===== src/rtl/debounce_pkg.sv =====
// Shared definitions for the debounce_edge input-conditioning block.
package debounce_pkg;

  // Debounce FSM state encoding
  typedef enum logic [1:0] {
    S_LOW      = 2'd0,
    S_RISE_CHK = 2'd1,
    S_HIGH     = 2'd2,
    S_FALL_CHK = 2'd3
  } state_t;

  localparam int DEF_SYNC_STAGES   = 2;
  localparam int DEF_STABLE_CYCLES = 4;

endpackage


===== src/rtl/sync_chain.sv =====
// SYNC_STAGES-deep synchronizer for one asynchronous input.
// Reusable for any other raw asynchronous level.
module sync_chain #(
  parameter int SYNC_STAGES = 2
) (
  input  logic clk,
  input  logic reset,
  input  logic d,
  output logic q
);

  logic [SYNC_STAGES-1:0] chain;

  // Shift the raw level through the chain; bit 0 is the metastable-prone stage
  always_ff @(posedge clk or posedge reset) begin
    if (reset) chain <= '0;
    else       chain <= {chain[SYNC_STAGES-2:0], d};
  end

  assign q = chain[SYNC_STAGES-1];

endmodule


===== src/rtl/debounce_edge.sv =====
// Debounce + edge detect: synchronizes din, accepts a new level only after
// STABLE_CYCLES consecutive equal samples, emits one-cycle rise/fall pulses.
// Optional feature macro: DEBOUNCE_TOGGLE_EN adds a 'toggle' output that
// flips on every rise pulse.
module debounce_edge
  import debounce_pkg::*;
#(
  parameter int SYNC_STAGES   = DEF_SYNC_STAGES,
  parameter int STABLE_CYCLES = DEF_STABLE_CYCLES
) (
  input  logic clk,
  input  logic reset,
  input  logic din,
  output logic level,
  output logic rise,
  output logic fall,
  output logic busy
`ifdef DEBOUNCE_TOGGLE_EN
  ,
  output logic toggle
`endif
);

  localparam int CNT_W = $clog2(STABLE_CYCLES + 1);
  localparam logic [CNT_W-1:0] CNT_LAST = CNT_W'(STABLE_CYCLES - 1);
  localparam logic [CNT_W-1:0] CNT_ONE  = CNT_W'(1);

  logic             sync;
  state_t           state, state_n;
  logic [CNT_W-1:0] cnt, cnt_n;
  logic             level_n, rise_n, fall_n, busy_n;

  sync_chain #(.SYNC_STAGES(SYNC_STAGES)) u_sync (
    .clk   (clk),
    .reset (reset),
    .d     (din),
    .q     (sync)
  );

  // Next-state, stability counter and next registered outputs
  always_comb begin
    state_n = state;
    cnt_n   = cnt;
    level_n = level;
    rise_n  = 1'b0;
    fall_n  = 1'b0;
    case (state)
      S_LOW: begin
        if (sync) begin
          state_n = S_RISE_CHK;
          cnt_n   = CNT_ONE;
        end
      end
      S_RISE_CHK: begin
        if (!sync) begin
          state_n = S_LOW;
          cnt_n   = '0;
        end else if (cnt == CNT_LAST) begin
          state_n = S_HIGH;
          level_n = 1'b1;
          rise_n  = 1'b1;
          cnt_n   = '0;
        end else begin
          cnt_n = cnt + CNT_ONE;
        end
      end
      S_HIGH: begin
        if (!sync) begin
          state_n = S_FALL_CHK;
          cnt_n   = CNT_ONE;
        end
      end
      S_FALL_CHK: begin
        if (sync) begin
          state_n = S_HIGH;
          cnt_n   = '0;
        end else if (cnt == CNT_LAST) begin
          state_n = S_LOW;
          level_n = 1'b0;
          fall_n  = 1'b1;
          cnt_n   = '0;
        end else begin
          cnt_n = cnt + CNT_ONE;
        end
      end
      default: begin
        state_n = S_LOW;
        cnt_n   = '0;
        level_n = 1'b0;
      end
    endcase
    busy_n = (state_n == S_RISE_CHK) || (state_n == S_FALL_CHK);
  end

  // State, counter and all outputs are registered
  always_ff @(posedge clk or posedge reset) begin
    if (reset) begin
      state <= S_LOW;
      cnt   <= '0;
      level <= 1'b0;
      rise  <= 1'b0;
      fall  <= 1'b0;
      busy  <= 1'b0;
    end else begin
      state <= state_n;
      cnt   <= cnt_n;
      level <= level_n;
      rise  <= rise_n;
      fall  <= fall_n;
      busy  <= busy_n;
    end
  end

`ifdef DEBOUNCE_TOGGLE_EN
  // On/off latch flipped by each accepted press
  always_ff @(posedge clk or posedge reset) begin
    if (reset) toggle <= 1'b0;
    else       toggle <= toggle ^ rise_n;
  end
`endif

endmodule


===== config.mk =====
export PLATFORM = sky130hd
export DESIGN_NAME = debounce_edge
export DESIGN_NICKNAME = d
export VERILOG_FILES = /design/src/rtl/debounce_pkg.sv /design/src/rtl/sync_chain.sv /design/src/rtl/debounce_edge.sv
export SDC_FILE = /design/constraint.sdc
export NUM_CORES = 1
export LEC_CHECK = 0
export CORE_AREA = 2 2 39 41
export CTS_BUF_LIST = sky130_fd_sc_hd__clkbuf_16
export DETAILED_ROUTE_END_ITERATION = 7
export DIE_AREA = 0 0 41 43
export SYNTH_ARGS = -nofsm -noshare
export SYNTH_HDL_FRONTEND = slang
export SYNTH_SLANG_ARGS = --single-unit

===== constraint.sdc =====
create_clock -name clk -period 1.2 [get_ports clk]
set_clock_uncertainty 0.1 [all_clocks]
set_input_delay 0.24 -clock clk [delete_from_list [all_inputs] [get_ports clk]]
set_output_delay 0.24 -clock clk [all_outputs]
set_load 0.02 [all_outputs]

After elaboration in Yosys (flattened, before gate mapping)
Cells that the tools add are included.
Cells by class
  $add $sub $neg: 1
  equality and inequality tests: 12
  muxes and demuxes: 23
  reductions and logical operators: 5
Operator list (number)
  3-bit 2-to-1 mux: 5
  2-bit 2-to-1 mux: 6
  3-bit one-hot mux with 4 select lines: 1
  1-bit 2-to-1 mux: 9
  2-bit inequality test (second input constant): 4
  2-bit one-hot mux with 4 select lines: 1
  2-bit == test (second input constant): 3
  5-bit AND reduction: 1
  2-bit by 1-bit == test with 1-bit output (second input constant): 2
  2-bit by 1-bit inequality test with 1-bit output (second input constant): 2
  3-bit by 1-bit adder with 3-bit output (second input constant): 1
  3-bit by 2-bit == test with 1-bit output (second input constant): 1
  2-bit zero test: 1
  1-bit one-hot mux with 2 select lines: 1
  2-bit AND reduction: 1
  2-bit nonzero test: 1
  1-bit logical OR: 1
Word-level totals
  flip-flop bits (word level): 11
  output and inout bits: 4
  logic and storage cells: 48

Depth between registers and ports, before layout
Gate-level depths: netlist (run 1).
  word-level depth: 6
  mapped depth: 4
  depth with buffers taken out: 4

By module
From an unflattened synthesis (run 1), not the netlist that was laid out.
Unflattened totals
  cell total of the unflattened synthesis: 31
  area, all modules: 389.1 um^2
Modules (own cells, without submodules)
  debounce_edge: times used 1, cells an instance 28, area each 335.3 um^2
  sync_chain: times used 1, cells an instance 3, area each 53.8 um^2

Least setup slack after synthesis (run 1)
Ideal clock, no wire load.
  path kind: register -> register
  start: register cnt[0]
  end: register level
  library setup time: 0.130 ns
  data arrival time: 0.956 ns
  required time: 0.970 ns
  slack: 0.014 ns
  cell stages (with the launch flop): 5
  path buffers: 0
  path through: dfrtp_1 -> ha_1 -> and3b_1 -> a21oi_1 -> o21ai_0
On the way
  word-level cells in the longest chain between the ends: 3
  elaborated cells on any way between the ends: 4
  classes of those cells: eq/ne: 3; reduce/logical: 1
Ends and longest elaborated chain
  from (decl): line debounce_edge.sv:30  | logic [CNT_W-1:0] cnt, cnt_n;
  from (signal assigned): line debounce_edge.sv:106  | cnt <= cnt_n;
  3-bit by 2-bit == test with 1-bit output (*): line debounce_edge.sv:58, debounce_edge.sv:77
  2-bit inequality test (no source line)
  5-bit AND reduction (no source line) (*)
  to (signal assigned): line debounce_edge.sv:107  | level <= level_n;
  to (decl): line debounce_edge.sv:14  | output logic level,
Mark *: on every way between the ends. The rest lies on a longest branch, timed or not.
A chain may end at the register's enable or synchronous reset.

Worst setup path after layout (run 1)
  start: register fall
  end: output fall
RTL lines
  from (decl): line debounce_edge.sv:16  | output logic fall,
  from (signal assigned): line debounce_edge.sv:109  | fall <= fall_n;
No word-level cell between the ends.

==> results of run 1 <==
-- through the flow --
stage               cells  hold WS [ps]  total power [W]  cell area, um2
floorplan              33        -19.82        0.0006633           394.1
global placement       61         232.0        0.0008539           519.2
detailed placement     61         236.5        0.0008632           519.2
CTS                    65         191.9         0.001455           593.1
global route           67         244.8         0.001564           608.1
finish                 67         171.0         0.001475           608.1
-- sequential cells by signal, indices dropped and copies added, names as in the netlist --
register	cells
level	1
fall	1
u_sync.chain	2
cnt	3
state	2
rise	1
-- cells in the final DEF, fill, tap and decap left out, types with 2 or more instances in the layout --
master,netlist,routed
a21oi_1,2,2
buf_2,0,3
buf_4,0,8
clkbuf_16,0,3
clkdlybuf4s50_1,0,2
dfrtp_1,10,10
inv_1,2,2
nand2_1,3,3
nor2_1,3,3
o21ai_1,0,2
-- kinds of logic (layout without fill, tap and decap cells) --
kind of cell | count (synthesis) | in the layout
fa+ha+maj | 1 | 1
simple gates | 12 | 12
buf+inv | 2 | 20
compound gates | 7 | 7
flops | 10 | 10
xor+xnor | 1 | 1
-- power groups by stage --
stage / Sequential (W) / Combinational [W] / Clock [W]
after global placement: 0.000453 / 0.000401 / 0
after floorplan: 0.000505 / 0.000158 / 0
after CTS: 0.000452 / 0.000398 / 0.000605
after detailed placement: 0.000454 / 0.000409 / 0
final: 0.000448 / 0.000436 / 0.000592
after global routing: 0.000460 / 0.000482 / 0.000623
-- path summary, 6_finish.rpt --
kind	startpoint	to	slack (ps)	cells after the start
min in group clk	u_sync.chain[0]	u_sync.chain[1]	240	0
min reg2reg	u_sync.chain[0]	u_sync.chain[1]	240	0
max in group asynchronous	reset	fall	570	2
max	fall	fall	30	1
min	reset	u_sync.chain[0]	170	2
max reg2reg	u_sync.chain[1]	cnt[2]	40	3
-- layout make-up --
type | count | area [um2] | share of cell area
multi-input cells | 21 | 145.1 | 0.2387
repair buffers | 14 | 106.4 | 0.1749
flip-flops and latches | 10 | 250.2 | 0.4115
clock buffers | 3 | 75.07 | 0.1235
clock inverters | 1 | 3.754 | 0.006173
well taps | 16 | 20.02 | 0.03292
inverters | 2 | 7.507 | 0.01235
-- metal layers --
layer / up-vias / wire length (um) / GRT usage
met1: 144 / 250 / 0.1014
met5: - / 0 / 0
met2: 9 / 303 / 0.1500
li1: 147 / - / -
met4: 0 / 42 / 0.1200
met3: 5 / 44 / 0.06283
-- repair_timing --
action,CTS,global route
pin swaps,0,6
gates resized for setup,15,4
hold buffers,0,0
buffers inserted,0,2
endpoints found under the setup margin,5,4
==> results.yml, run 1 <==
synthesis:
  syn_avg_cell_area_um2: 11.94
  synth_edf_count: 0
  yosysMostFrequentCell: "dfrtp_1"
  synth_warnings: 0
  muxShareOfSynthArea: 0
  synth_top_area_cell: "dfrtp_1"
  synth_seq_cells: 10
  synthSimpleGateAreaFrac: 0.1683
  ys.flop_type: "dfrtp_1"
  ys_types: 16
  syn_inst: 33
  synth_xor_area_frac: 0.04127
  ys_top_cells_by_area: "dfrtp_1 63%, xor2_2 4.1%, o21ai_0 3.8%, ha_1 3.2%, nand2_1 2.9%"
  async_reset_ff_frac: 1.000
  ys_seq_area_frac: 0.6349
  synth_nets: 37
  synth_area_um2: 394.1
  synth_top_cells_by_count: "10 x dfrtp_1, 3 x nand2_1, 3 x nor2_1, 3 x o21ai_0"
  synth_compound_area_frac: 0.1048
  synth_top_area_share: 0.6349
  synth_adder_area_share: 0.03175
  synth_top_family_by_area: "simple AND/OR/NAND/NOR gates"
sta:
  fmax_ghz: 0.8576
  fin_crit_ps: 1166
  layout_setup_ws_ps: 33.93
  slew_headroom: 0.7572
  setup_viol: 0
  worst_pin_slew_ps: 363.8
  setup_tns_ps: 0
  drv_slew: 0
  fin_crit_sh: 0.9717
  rsz0062_at_grt: "yes"
  hold_violations: 0
grt:
  antenna_found_initial: 0
  grt_pass1_vias: 296
  grt_pass1_wl_um: 1152
  grt_usage: 0.1101
  grt_max_degree: 11
  grt_overflow_total: 0
floorplanning:
  ios: 7
  die_w_um: 41
  die_y_um: 43
  start_util: 0.2848
  rows: 14
  die_area_mm2: 0.001763
  core_mm2: 0.001384
setup_path:
  required_ps: 860
  worstSetupEndpointType: "output pin"
  worstSetupPathType: "register to output pin"
  crit_fanout: 1
  worst_path_largest_cell_delay_ps: 350
  cp_top_family: "flip-flops"
  cp_cell_sequence: "clkdlybuf4s15_2"
  cp-start-kind: "register"
  critPathSlowestCell: "dfrtp_1"
  critPathArrivalTime_ps: 830
  crit_buf_inv: 1
drt:
  via_per_inst: 4.552
  post_drt_wl_per_cell_um: 9.567
  drt_wl_total_um: 641
  postRouteAntennaNets: 0
  dr.pass1.iters: 2
  drc: 0
  vias: 305
  drt_iter0_drc: 2
pwr:
  internal-power_w: 0.001075
  powerDensity_mw_per_mm2: 2426
  p_leak_nw: 0.2861
  pwr-share-comb: 0.295
  power_frac_seq: 0.303
  p_sw_w: 0.0003999
  peakVddDrop_v: 0.001005
  power_frac_clock: 0.401
  swShare: 0.2711
clocking:
  clock_latency_ps: 240
  numCtsBuffers: 3
  cts.htree.levels: 1
  cts_tree: "done"
  cts_buffer_depth: 2
  path_clk_slew_ps: 40
  cts_sinks: 10
  cts_root_buf: "clkbuf_16"
place:
  hpwl_um: 444.6
  gp_congestion: 0.6881
  portBuffers: 6
  pre_cts_ws_ps: -72.11
layout:
  diodes: 0
  drive_gt1_frac: 0.3725
  area_growth_pct: 54.29
  fin_util: 0.4394
  fin_nets: 56
  nFillCells: 134
job:
  maxCapViolCount: 0
min_path:
  hold_class: "input port to async pin"
outcome:
  status: "complete, no violations"
Note: power is estimated with default switching activity, not from simulation.
==> inputs of run 2 (changes only) <==
--- a/config.mk
+++ b/config.mk
@@ -9,6 +9,8 @@
 export CTS_BUF_LIST = sky130_fd_sc_hd__clkbuf_16
 export DETAILED_ROUTE_END_ITERATION = 7
 export DIE_AREA = 0 0 41 43
+export GPL_ROUTABILITY_DRIVEN = 0
+export PLACE_DENSITY_LB_ADDON = 0.15
 export SYNTH_ARGS = -nofsm -noshare
 export SYNTH_HDL_FRONTEND = slang
 export SYNTH_SLANG_ARGS = --single-unit
==> run 2 against run 1 <==
Against the previous run:
- sequential share of layout area rose by 1.3 points
- total power decreased by 2.1%
- count of clock-buffer cells in the layout is the same
- critical endpoint unchanged
==> results.yml, run 2 (synthesis gave the netlist of run 1 again) <==
setup_path:
  critPathArrivalTime_ps: 840
  required_ps: 860
  cp_cell_sequence: "clkdlybuf4s15_2"
  worstSetupPathType: "register to output pin"
  worstSetupEndpointType: "output pin"
  cp-start-kind: "register"
  worst_path_largest_cell_delay_ps: 360
  crit_buf_inv: 1
  cp_top_family: "flip-flops"
  critPathSlowestCell: "dfrtp_1"
  crit_fanout: 1
sta:
  worst_pin_slew_ps: 384.7
  drv_slew: 0
  setup_tns_ps: 0
  fin_crit_sh: 0.9859
  hold_violations: 0
  fmax_ghz: 0.8452
  fin_crit_ps: 1183
  setup_viol: 0
  slew_headroom: 0.7433
  rsz0062_at_grt: "yes"
floorplanning:
  die_area_mm2: 0.001763
  die_y_um: 43
  start_util: 0.2848
  die_w_um: 41
  core_mm2: 0.001384
  ios: 7
  rows: 14
layout:
  largest_register: "cnt"
  largest_reg_flops: 3
  top_regs: "cnt x3, state x2, u_sync.chain x2"
  drive_gt1_frac: 0.3333
  fin_util: 0.4259
  fin_nets: 54
  diodes: 0
  area_growth_pct: 49.52
  instances_no_fill: 64
  layout_commonest_cell: "dfrtp_1"
  design_area_um2: 589.3
  final_cell_mix: "10 x dfrtp_1, 6 x buf_4"
drt:
  drt_wl_total_um: 744
  vias: 281
  drt_iter0_drc: 2
  via_per_inst: 4.391
  postRouteAntennaNets: 0
  dr.pass1.iters: 2
  drc: 0
  post_drt_wl_per_cell_um: 11.63
grt:
  grt_overflow_total: 0
  grt_pass1_vias: 276
  antenna_found_initial: 0
  grt_pass1_wl_um: 1235
  grt_max_degree: 11
  grt_usage: 0.1143
place:
  place_inst: 59
  placed_cell_area_um2: 504.2
  portBuffers: 6
  hpwl_um: 513.3
clocking:
  numCtsBuffers: 3
  cts_sinks: 10
  cts_buffer_depth: 2
  ctsHoldBuffers: 0
  path_clk_slew_ps: 40
  cts_tree: "done"
  cts.htree.levels: 1
  cts_root_buf: "clkbuf_16"
  clock_latency_ps: 230
pwr:
  p_leak_nw: 0.2734
  powerDensity_mw_per_mm2: 2451
  peakVddDrop_v: 0.0009984
outcome:
  status: "complete, no violations"
min_path:
  hold_class: "input port to async pin"
job:
  maxCapViolCount: 0
[run 2: cell types whose count changed in the layout (fill, tap and decap cells not counted), sizes merged]
cell	previous run	this run
clkdlybuf4s15	1	2
clkinv	1	0
buf	11	8
[run 2: worst register-to-register path, stage by stage (launching register included)]
cell and delay, ps:
dfrtp_1 400, xor2_2 200, and3_1 190, o21a_1 180
[run 2: final timing paths]
| check | start | end | slack, ps | depth (start not counted) |
|---|---|---|---|---|
| max in group asynchronous | reset | cnt[1] | 540 | 2 |
| min reg2reg | u_sync.chain[0] | u_sync.chain[1] | 250 | 0 |
| min in group clk | u_sync.chain[0] | u_sync.chain[1] | 250 | 0 |
| max reg2reg | state[1] | cnt[2] | 20 | 3 |
| min | reset | fall | 180 | 2 |
| max | fall | fall | 20 | 1 |
[run 2: final cells by class]
| cell class | instances | area (um2) |
|---|---|---|
| sequential | 10 | 250.2 |
| tap | 16 | 20.02 |
| timing repair buffer | 12 | 97.59 |
| inverter | 2 | 7.507 |
| clock buffer | 3 | 75.07 |
| multi-input combinational | 21 | 138.9 |
| fill | 127 | 794.5 |
[run 2: metrics by stage]
stage                     hold slack, ps  power [W]  setup WS, ps
after CTS                          185.6   0.001412         3.134
final                              183.5   0.001445         16.89
after global placement             242.4  0.0008237        -84.53
after floorplan                   -19.82  0.0006633         14.38
after global routing               258.8   0.001533        -39.23
after detailed placement           246.6  0.0008352        -108.4
[run 2: report_power, final]
group | switching (W) | internal, W | leakage, nW
clock network | 0.000143 | 0.000431 | 0.0370
registers | 0.0000472 | 0.000408 | 0.123
logic | 0.000199 | 0.000216 | 0.114
total | 0.000390 | 0.00106 | 0.273
[run 2: repair_timing]
action | CTS | global route
resized for setup | 15 | 3
pin swaps | 3 | 2
setup buffers | 0 | 2
endpoints found under the setup margin | 5 | 6
[run 2: metal layers]
layer	part of all wire	GRT usage	wire [um]	up-vias
met4	0.028	0.1200	21	0
met5	0	0	0	-
met1	0.43	0.1254	321	132
met3	0.034	0.03141	25	2
met2	0.50	0.1594	375	7
li1	-	-	-	140
